--- config.mk ---
export PLATFORM = sky130hd
export DESIGN_NAME = product_bcd_display
export DESIGN_NICKNAME = d
export VERILOG_FILES = /design/src/rtl/multiplier_pkg.sv /design/src/rtl/bcd_seg_decoder.sv /design/src/rtl/product_bcd_display.sv
export SDC_FILE = /design/constraint.sdc
export NUM_CORES = 1
export LEC_CHECK = 0
export CAP_MARGIN = 20
export CORE_ASPECT_RATIO = 1.75
export CORE_MARGIN = 8
export CORE_UTILIZATION = 30
export CTS_CLUSTER_SIZE = 24
export DETAILED_ROUTE_END_ITERATION = 6
export SYNTH_ARGS = -nofsm -noshare
export SYNTH_HDL_FRONTEND = slang
export SYNTH_SLANG_ARGS = --single-unit
--- constraint.sdc ---
create_clock -name Clk -period 5.2 [get_ports Clk]
set_input_delay 1.04 -clock Clk [delete_from_list [all_inputs] [get_ports Clk]]
set_output_delay 1.04 -clock Clk [all_outputs]
set_load 0.02 [all_outputs]
--- src/rtl/multiplier_pkg.sv ---
// rtl/multiplier_pkg.sv - shared types and constants for the product BCD display
package multiplier_pkg;

   typedef enum logic [1:0] {
      S_IDLE  = 2'd0,
      S_LOAD  = 2'd1,
      S_SHIFT = 2'd2,
      S_DONE  = 2'd3
   } state_t;

   localparam int PROD_W     = 16;
   localparam int BCD_DIGITS = 5;
   localparam int BCD_W      = 4 * BCD_DIGITS;

   localparam logic [6:0] SEG_BLANK = 7'h7F;
   localparam logic [6:0] SEG_MINUS = 7'b0111111;
   localparam logic [6:0] SEG_ZERO  = 7'b1000000;

   // Double-dabble correction: any digit of 5 or more gets +3 before the shift.
   function automatic logic [BCD_W-1:0] bcd_adjust(input logic [BCD_W-1:0] s);
      logic [BCD_W-1:0] r;
      r = s;
      for (int i = 0; i < BCD_DIGITS; i++) begin
         if (s[4*i +: 4] >= 4'd5)
            r[4*i +: 4] = s[4*i +: 4] + 4'd3;
      end
      return r;
   endfunction

endpackage

--- src/rtl/bcd_seg_decoder.sv ---
// rtl/bcd_seg_decoder.sv - BCD digit to active-low 7-segment pattern (gfedcba)
module bcd_seg_decoder (
   input  logic [3:0] bcd,
   input  logic       blank,
   output logic [6:0] seg
);

   always_comb begin
      seg = 7'h7F;
      if (!blank) begin
         case (bcd)
            4'd0:    seg = 7'b1000000;
            4'd1:    seg = 7'b1111001;
            4'd2:    seg = 7'b0100100;
            4'd3:    seg = 7'b0110000;
            4'd4:    seg = 7'b0011001;
            4'd5:    seg = 7'b0010010;
            4'd6:    seg = 7'b0000010;
            4'd7:    seg = 7'b1111000;
            4'd8:    seg = 7'b0000000;
            4'd9:    seg = 7'b0010000;
            default: seg = 7'h7F;
         endcase
      end
   end

endmodule

--- src/rtl/product_bcd_display.sv ---
// rtl/product_bcd_display.sv - signed product to BCD + 7-seg; PRODUCT_BCD_BLANK_EN blanks leading zeros
module product_bcd_display
   import multiplier_pkg::*;
(
   input  logic        Clk,
   input  logic        Reset,
   input  logic        Start,
   input  logic [15:0] Product,
   output logic        Busy,
   output logic        Done,
   output logic        Neg,
   output logic [19:0] Digits,
   output logic [6:0]  Hex0,
   output logic [6:0]  Hex1,
   output logic [6:0]  Hex2,
   output logic [6:0]  Hex3,
   output logic [6:0]  Hex4,
   output logic [6:0]  HexSign
);

`ifdef PRODUCT_BCD_BLANK_EN
   localparam logic [6:0] HEX_UPPER_RST = SEG_BLANK;
`else
   localparam logic [6:0] HEX_UPPER_RST = SEG_ZERO;
`endif

   state_t              state, state_nxt;
   logic [PROD_W-1:0]   prod_reg;
   logic [PROD_W-1:0]   mag;
   logic [BCD_W-1:0]    scratch;
   logic [BCD_W-1:0]    scratch_adj;
   logic [3:0]          cnt;
   logic                sign_r;
   logic [4:0]          blank;
   logic [6:0]          seg [BCD_DIGITS];

   always_ff @(posedge Clk or posedge Reset) begin
      if (Reset) state <= S_IDLE;
      else       state <= state_nxt;
   end

   always_comb begin
      state_nxt = state;
      case (state)
         S_IDLE:  if (Start) state_nxt = S_LOAD;
         S_LOAD:  state_nxt = S_SHIFT;
         S_SHIFT: if (cnt == 4'd15) state_nxt = S_DONE;
         S_DONE:  state_nxt = S_IDLE;
         default: state_nxt = S_IDLE;
      endcase
   end

   assign Busy        = (state != S_IDLE);
   assign scratch_adj = bcd_adjust(scratch);

   always_ff @(posedge Clk or posedge Reset) begin
      if (Reset) begin
         prod_reg <= '0;
         mag      <= '0;
         scratch  <= '0;
         cnt      <= '0;
         sign_r   <= 1'b0;
         Digits   <= '0;
         Neg      <= 1'b0;
         Done     <= 1'b0;
      end else begin
         Done <= (state == S_DONE);
         case (state)
            S_IDLE:  if (Start) prod_reg <= Product;
            S_LOAD: begin
               // 16'h8000 negates to itself, which reads correctly as 32768 unsigned
               mag     <= prod_reg[15] ? (~prod_reg + 16'd1) : prod_reg;
               sign_r  <= prod_reg[15];
               scratch <= '0;
               cnt     <= '0;
            end
            S_SHIFT: begin
               scratch <= {scratch_adj[BCD_W-2:0], mag[PROD_W-1]};
               mag     <= {mag[PROD_W-2:0], 1'b0};
               cnt     <= cnt + 4'd1;
            end
            S_DONE: begin
               Digits <= scratch;
               Neg    <= sign_r;
            end
            default: ;
         endcase
      end
   end

   always_comb begin
      blank = '0;
`ifdef PRODUCT_BCD_BLANK_EN
      blank[4] = (Digits[19:16] == 4'd0);
      blank[3] = blank[4] && (Digits[15:12] == 4'd0);
      blank[2] = blank[3] && (Digits[11:8] == 4'd0);
      blank[1] = blank[2] && (Digits[7:4] == 4'd0);
`endif
   end

   for (genvar g = 0; g < BCD_DIGITS; g++) begin : g_dec
      bcd_seg_decoder u_dec (
         .bcd   (Digits[4*g +: 4]),
         .blank (blank[g]),
         .seg   (seg[g])
      );
   end

   always_ff @(posedge Clk or posedge Reset) begin
      if (Reset) begin
         Hex0    <= SEG_ZERO;
         Hex1    <= HEX_UPPER_RST;
         Hex2    <= HEX_UPPER_RST;
         Hex3    <= HEX_UPPER_RST;
         Hex4    <= HEX_UPPER_RST;
         HexSign <= SEG_BLANK;
      end else begin
         Hex0    <= seg[0];
         Hex1    <= seg[1];
         Hex2    <= seg[2];
         Hex3    <= seg[3];
         Hex4    <= seg[4];
         HexSign <= Neg ? SEG_MINUS : SEG_BLANK;
      end
   end

endmodule

Word level (Yosys, flattened, before mapping):

Memory sizes are Yosys's and may differ from the RTL's. A register that Yosys moved wholly into a read port is not among the register bits.
Cells that the tools add are included.

* bitwise logic cells: 1
* multiplexer cells: 13
* equal/unequal tests: 6
* add/subtract/negate cells: 7
* reductions and logical operators: 5
* magnitude comparators: 5

Operator list (count)
* $pmux W20 S2: 1
* $pmux W16 S2: 1
* $ge A4 B3 Y1 const B: 5
* $add A16 B1 Y16 const B: 1
* $add A4 B2 Y4 const B: 4
* $mux W16: 1
* $mux W4: 4
* $not A16 Y16: 1
* $pmux W2 S4: 1
* $pmux W4 S2: 1
* $mux W7: 1
* $add A4 B1 Y4 const B: 1
* $eq A2 B2 Y1 const B: 2
* $eq A4 B4 Y1 const B: 1
* $mux W2: 2
* $ne A2 B2 Y1 const B: 2
* $reduce_and A2 Y1: 2
* $reduce_bool A2 Y1: 2
* $add A3 B2 Y3 const B: 1
* $mux W3: 1
* $eq A2 B1 Y1 const B: 1
* $logic_not A2 Y1: 1

* bits of input ports: 19
* ROM bits: 560
* flip-flop bits (word level): 88
* memories: 5
* output and inout bits: 65
* logic and storage cells: 52

Memories
* (name not given): depth 16, bits a word 7, rd ports 1, clocked after Yosys merged registers in 1, wr ports 0, RTL line bcd_seg_decoder.sv:11 `case (bcd)`
* (name not given): depth 16, bits a word 7, rd ports 1, clocked after Yosys merged registers in 1, wr ports 0, RTL line bcd_seg_decoder.sv:11
* (name not given): depth 16, bits a word 7, rd ports 1, clocked after Yosys merged registers in 1, wr ports 0, RTL line bcd_seg_decoder.sv:11
* (name not given): depth 16, bits a word 7, rd ports 1, clocked after Yosys merged registers in 1, wr ports 0, RTL line bcd_seg_decoder.sv:11
* (name not given): depth 16, bits a word 7, rd ports 1, clocked after Yosys merged registers in 1, wr ports 0, RTL line bcd_seg_decoder.sv:11

Longest topological paths before layout:

* depth after elaboration: 4
* mapped depth: 8
* mapped depth without buffers: 7

Hierarchy:

A second synthesis with hierarchy kept.

* cells, all modules: 557
* area, all modules: 6129.6 µm²

By module, submodules not included
* product_bcd_display: cells each 392, area each 4953.5 µm², instances 1, sequential area each 2935.3 µm²
* bcd_seg_decoder: cells each 33, area each 235.2 µm², instances 5, sequential area each 0.0 µm²

Worst setup path after synthesis:

No wires, ideal clock.

* path kind: register -> register
* start: register prod_reg[0]
* end: register mag[12]
* cell stages (with the launch flop): 8
* data arrival time: 1.960 ns
* path slack: 3.113 ns
* setup time: 0.127 ns
* buffers on the path: 0
* required time: 5.073 ns
* clock period less this slack: 2.087 ns
* cell sequence: dfrtp_1 inv_1 ha_1 or4b_1 or4_4 o31ai_2 xor2_1 o21ai_1

* cells in the longest elaborated chain, start to end: 4

Ends and longest elaborated chain
* from (decl): RTL line product_bcd_display.sv:28 `logic [PROD_W-1:0] prod_reg;`
* from (signal assigned): RTL line product_bcd_display.sv:69 `S_IDLE: if (Start) prod_reg <= Product;`
* $not A16 Y16: RTL line product_bcd_display.sv:72 `mag <= prod_reg[15] ? (~prod_reg + 16'd1) : prod_reg;`
* $add A16 B1 Y16: RTL line product_bcd_display.sv:72
* $mux W16: RTL line product_bcd_display.sv:72
* $pmux W16 S2: RTL line product_bcd_display.sv:68 `case (state)`
* to (signal assigned): RTL line product_bcd_display.sv:72
* to (signal assigned): RTL line product_bcd_display.sv:79 `mag <= {mag[PROD_W-2:0], 1'b0};`
* to (decl): RTL line product_bcd_display.sv:29 `logic [PROD_W-1:0] mag;`

No other way between the ends.
A chain may end at the register's enable or synchronous reset.

Final worst setup path:

* start: register state[0]
* end: output Busy

* cells in the longest elaborated chain, start to end: 1

Ends and longest elaborated chain
* from (decl): RTL line product_bcd_display.sv:27 `state_t state, state_nxt;`
* from (signal assigned): RTL line product_bcd_display.sv:39 `else state <= state_nxt;`
* $reduce_bool A2 Y1: RTL line product_bcd_display.sv:53 `assign Busy = (state != S_IDLE);`
* to (decl): RTL line product_bcd_display.sv:9 `output logic Busy,`

No other way between the ends.

==> summary.txt <==
Run status
  • Status: finished clean

Layout
  • Non-Filler Instances: 883
  • Most frequent cells in the layout: dfrtp_1, clkdlybuf4s50_1, o21ai_0
  • Most common cell after layout, fill and taps aside: dfrtp_1
  • Final Cell Area: 0.00734 sq mm
  • Area grow syn2layout: 27.7%
  • N_diodes: 0
  • Layout cells sized above 1: 12.6%
  • Fillers: 1,889
  • Layout net count: 690
  • Final core occ: 38.7%
  • Largest regs: Digits (20), scratch (20)

Clock tree
  • Clk sink count: 117
  • Clock-pin slew on the worst setup and hold paths: 0.05 ns
  • Root Buffer: clkbuf_16
  • Worst skew pair latency: 0.41 ns
  • Clock tree buffer depth: 2
  • Setup bufs post-CTS: 0
  • Quantity of gates resized following cts: 0
  • Num CTS Buffers: 17
  • CTS Hold Buffers Added: 0
  • CTS tree: built
  • H-tree Lvls: 4

Routing
  • Drt wl/cell: 13.8 um
  • First-pass iteration count of the detailed router: 6
  • Vias per cell: 4.72
  • DRC viols: 0
  • DR iter-0 viols: 199
  • DRT antenna net count: 0
  • Routed vias: 4,172
  • Final WL: 12,200 um

Floorplanning
  • Core ar.: 0.0189 sq mm
  • Die width: 121 um
  • DIE AREA: 0.0240 sq mm
  • # rows: 67
  • I/O pin cnt: 84
  • Initial Utilization: 30.4%
  • Die Y: 199 um

Logic synthesis
  • Mux share of post-synthesis cell area: 5.81%
  • Synth top area share: 48.3%
  • Post-synth top area cell: dfrtp_1
  • Post-synthesis cell area: 0.00575 sq mm
  • EDFF count, synth: 0
  • Ys async rst share: 100%
  • Synth top area cells: dfrtp_1, ha_1, mux2_2
  • Top FF cell, synth: dfrtp_1
  • Simple-Gate Fraction of Synth Area: 10.7%
  • Synth Area in Adders: 9.14%
  • Synth Instances: 551
  • Post-synth cell types: 43
  • Post-synthesis sequential area ratio: 51.0%
  • Area share of xor/xnor cells in the synthesized design: 3.05%
  • Main combinational cell family by area after synthesis: compound AO/OA/AOI/OAI gates
  • Synth Warn #: 0
  • Compound-Gate Fraction of Synth Area: 14.9%
  • FF+latch count, synth: 117
  • Avg Inst Size Synth: 10.4 sq um

Min path
  • Hold Path Sink: HexSign[6]
  • Worst Hold Class: flop to flop
  • Hold Path Depth: 1
  • Worst Hold Launch: Neg

Power and ir drop
  • Total power: 3.41 mW
  • Leak: 3.24 nW
  • Worst VDD drop: 0.179 mV
  • PwrDens: 464 mW/mm^2

STA
  • Slack of the critical path: 2.32 ns
  • Max-slew violation total from the final report: 0
  • RSZ-0062 raised after global routing: false
  • Slew @ Worst Pin: 0.714 ns
  • Fmax: 348 MHz
  • Worst clock skew: 0.0107 ns
  • Final Cycle Share: 55.3%
  • Hold WS: 0.394 ns
  • Setup TNS: 0 ns
  • Setup violators final: 0
  • Hold Vio Cnt, Final: 0
  • Tmin final: 2.88 ns
  • Slew margin rel.: 52.1%

GRT
  • Largest net degree at the start of global routing: 54
  • First-pass GRT wire length: 20,800 um
  • Vias in the first global route: 4,422
  • Total track usage: 10.6%
  • Initial antenna violation count: 0
  • Remaining global-route overflow: 0

Worst setup path
  • R2R cell count: 8
  • Worst path arrival time: 1.84 ns
  • FF-to-FF End: mag[10]
  • Reg2reg setup slack: 2.49 ns
  • Required @ worst endpoint: 4.16 ns
  • Endpoint class of the critical path: primary output
  • CP Class: flop to primary output
  • Worst r2r src: state[0]
  • Crit start category: flop
  • Crit Path Max Fanout: 4

Placed design
  • IO buf count: 77
  • RD Place Congestion: 0.798
  • Placed cells: 850
  • HPWL Detailed: 8970 um
  • Placed Instance Area: 0.00672 sq mm
  • Pre-CTS WS: 2.52 ns

Run
  • Max Cap Violations: 0
report_power, final:
group / internal [mW] / switching, mW / total [mW]
Clock: 0.764 / 0.414 / 1.18
Combinational: 0.418 / 0.548 / 0.966
Sequential: 1.09 / 0.169 / 1.26
Total: 2.28 / 1.13 / 3.41
final cells by class:
| class | count | area, sq um | share of cell area (%) |
|---|---|---|---|
| clock inverters | 13 | 159 | 2.16 |
| inverters | 41 | 156 | 2.13 |
| multi-input cells | 370 | 2530 | 34.5 |
| clock buffers | 19 | 443 | 6.03 |
| repair buffers | 82 | 816 | 11.1 |
| well taps | 241 | 302 | 4.11 |
| flip-flops and latches | 117 | 2940 | 40.0 |
layer usage:
metal	up-vias	track usage (%)	wire length [um]
li1	2034	-	-
met1	2050	9.75	4490
met2	73	21.0	6970
met3	15	2.49	530
met4	0	5.40	222
met5	-	0	0
worst max path at each step:
stage / from / to / slack (ns) / depth (start not counted)
floorplan: Reset / Digits[0] / 1.07 / 1
global placement: state[0] / cnt[2] / 2.62 / 8
detailed placement: state[0] / mag[10] / 2.52 / 8
CTS: state[0] / Busy / 2.28 / 4
global route: state[0] / Busy / 2.20 / 4
finish: state[0] / Busy / 2.32 / 4
cell usage after synthesis, types with 2 or more instances:
| master | n |
|---|---|
| buf_4 | 8 |
| or2_2 | 5 |
| a22oi_1 | 10 |
| nand3_1 | 8 |
| or4_1 | 4 |
| nor3b_1 | 2 |
| o31ai_1 | 2 |
| a21oi_1 | 34 |
| inv_1 | 39 |
| o31ai_2 | 3 |
| a31oi_1 | 7 |
| buf_6 | 2 |
| a22o_1 | 7 |
| nand2b_1 | 14 |
| nand4_1 | 2 |
| o21ai_0 | 54 |
| o22ai_1 | 6 |
| nor2_1 | 36 |
| or4_4 | 2 |
| mux2i_1 | 3 |
| xnor2_1 | 8 |
| nor3_1 | 5 |
| clkbuf_1 | 17 |
| a221o_1 | 2 |
| dfstp_2 | 6 |
| ha_1 | 42 |
| clkinv_1 | 2 |
| o21ai_1 | 5 |
| xor2_1 | 12 |
| nand2_1 | 50 |
| o32ai_1 | 3 |
| dfrtp_1 | 111 |
| o2bb2ai_1 | 4 |
| mux2_2 | 27 |
critical path, cell delays in order, from the launching register on:
cell and delay [ns]:
dfrtp_1 0.41, inv_1 0.10, ha_1 0.22, inv_1 0.08, clkdlybuf4s50_1 0.62
kinds of logic (layout without fill, tap and decap cells):
| family | after synthesis | in the layout |
|---|---|---|
| buffers and inverters | 69 | 155 |
| other | 1 | 6 |
| adders and majority gates | 42 | 42 |
| xor gates and xnor gates | 20 | 20 |
| DFF | 117 | 117 |
| AOI/OAI and AO/OA | 140 | 140 |
| muxes | 30 | 30 |
| and+or+nand+nor | 132 | 132 |
(Power assumes the default switching activity.)
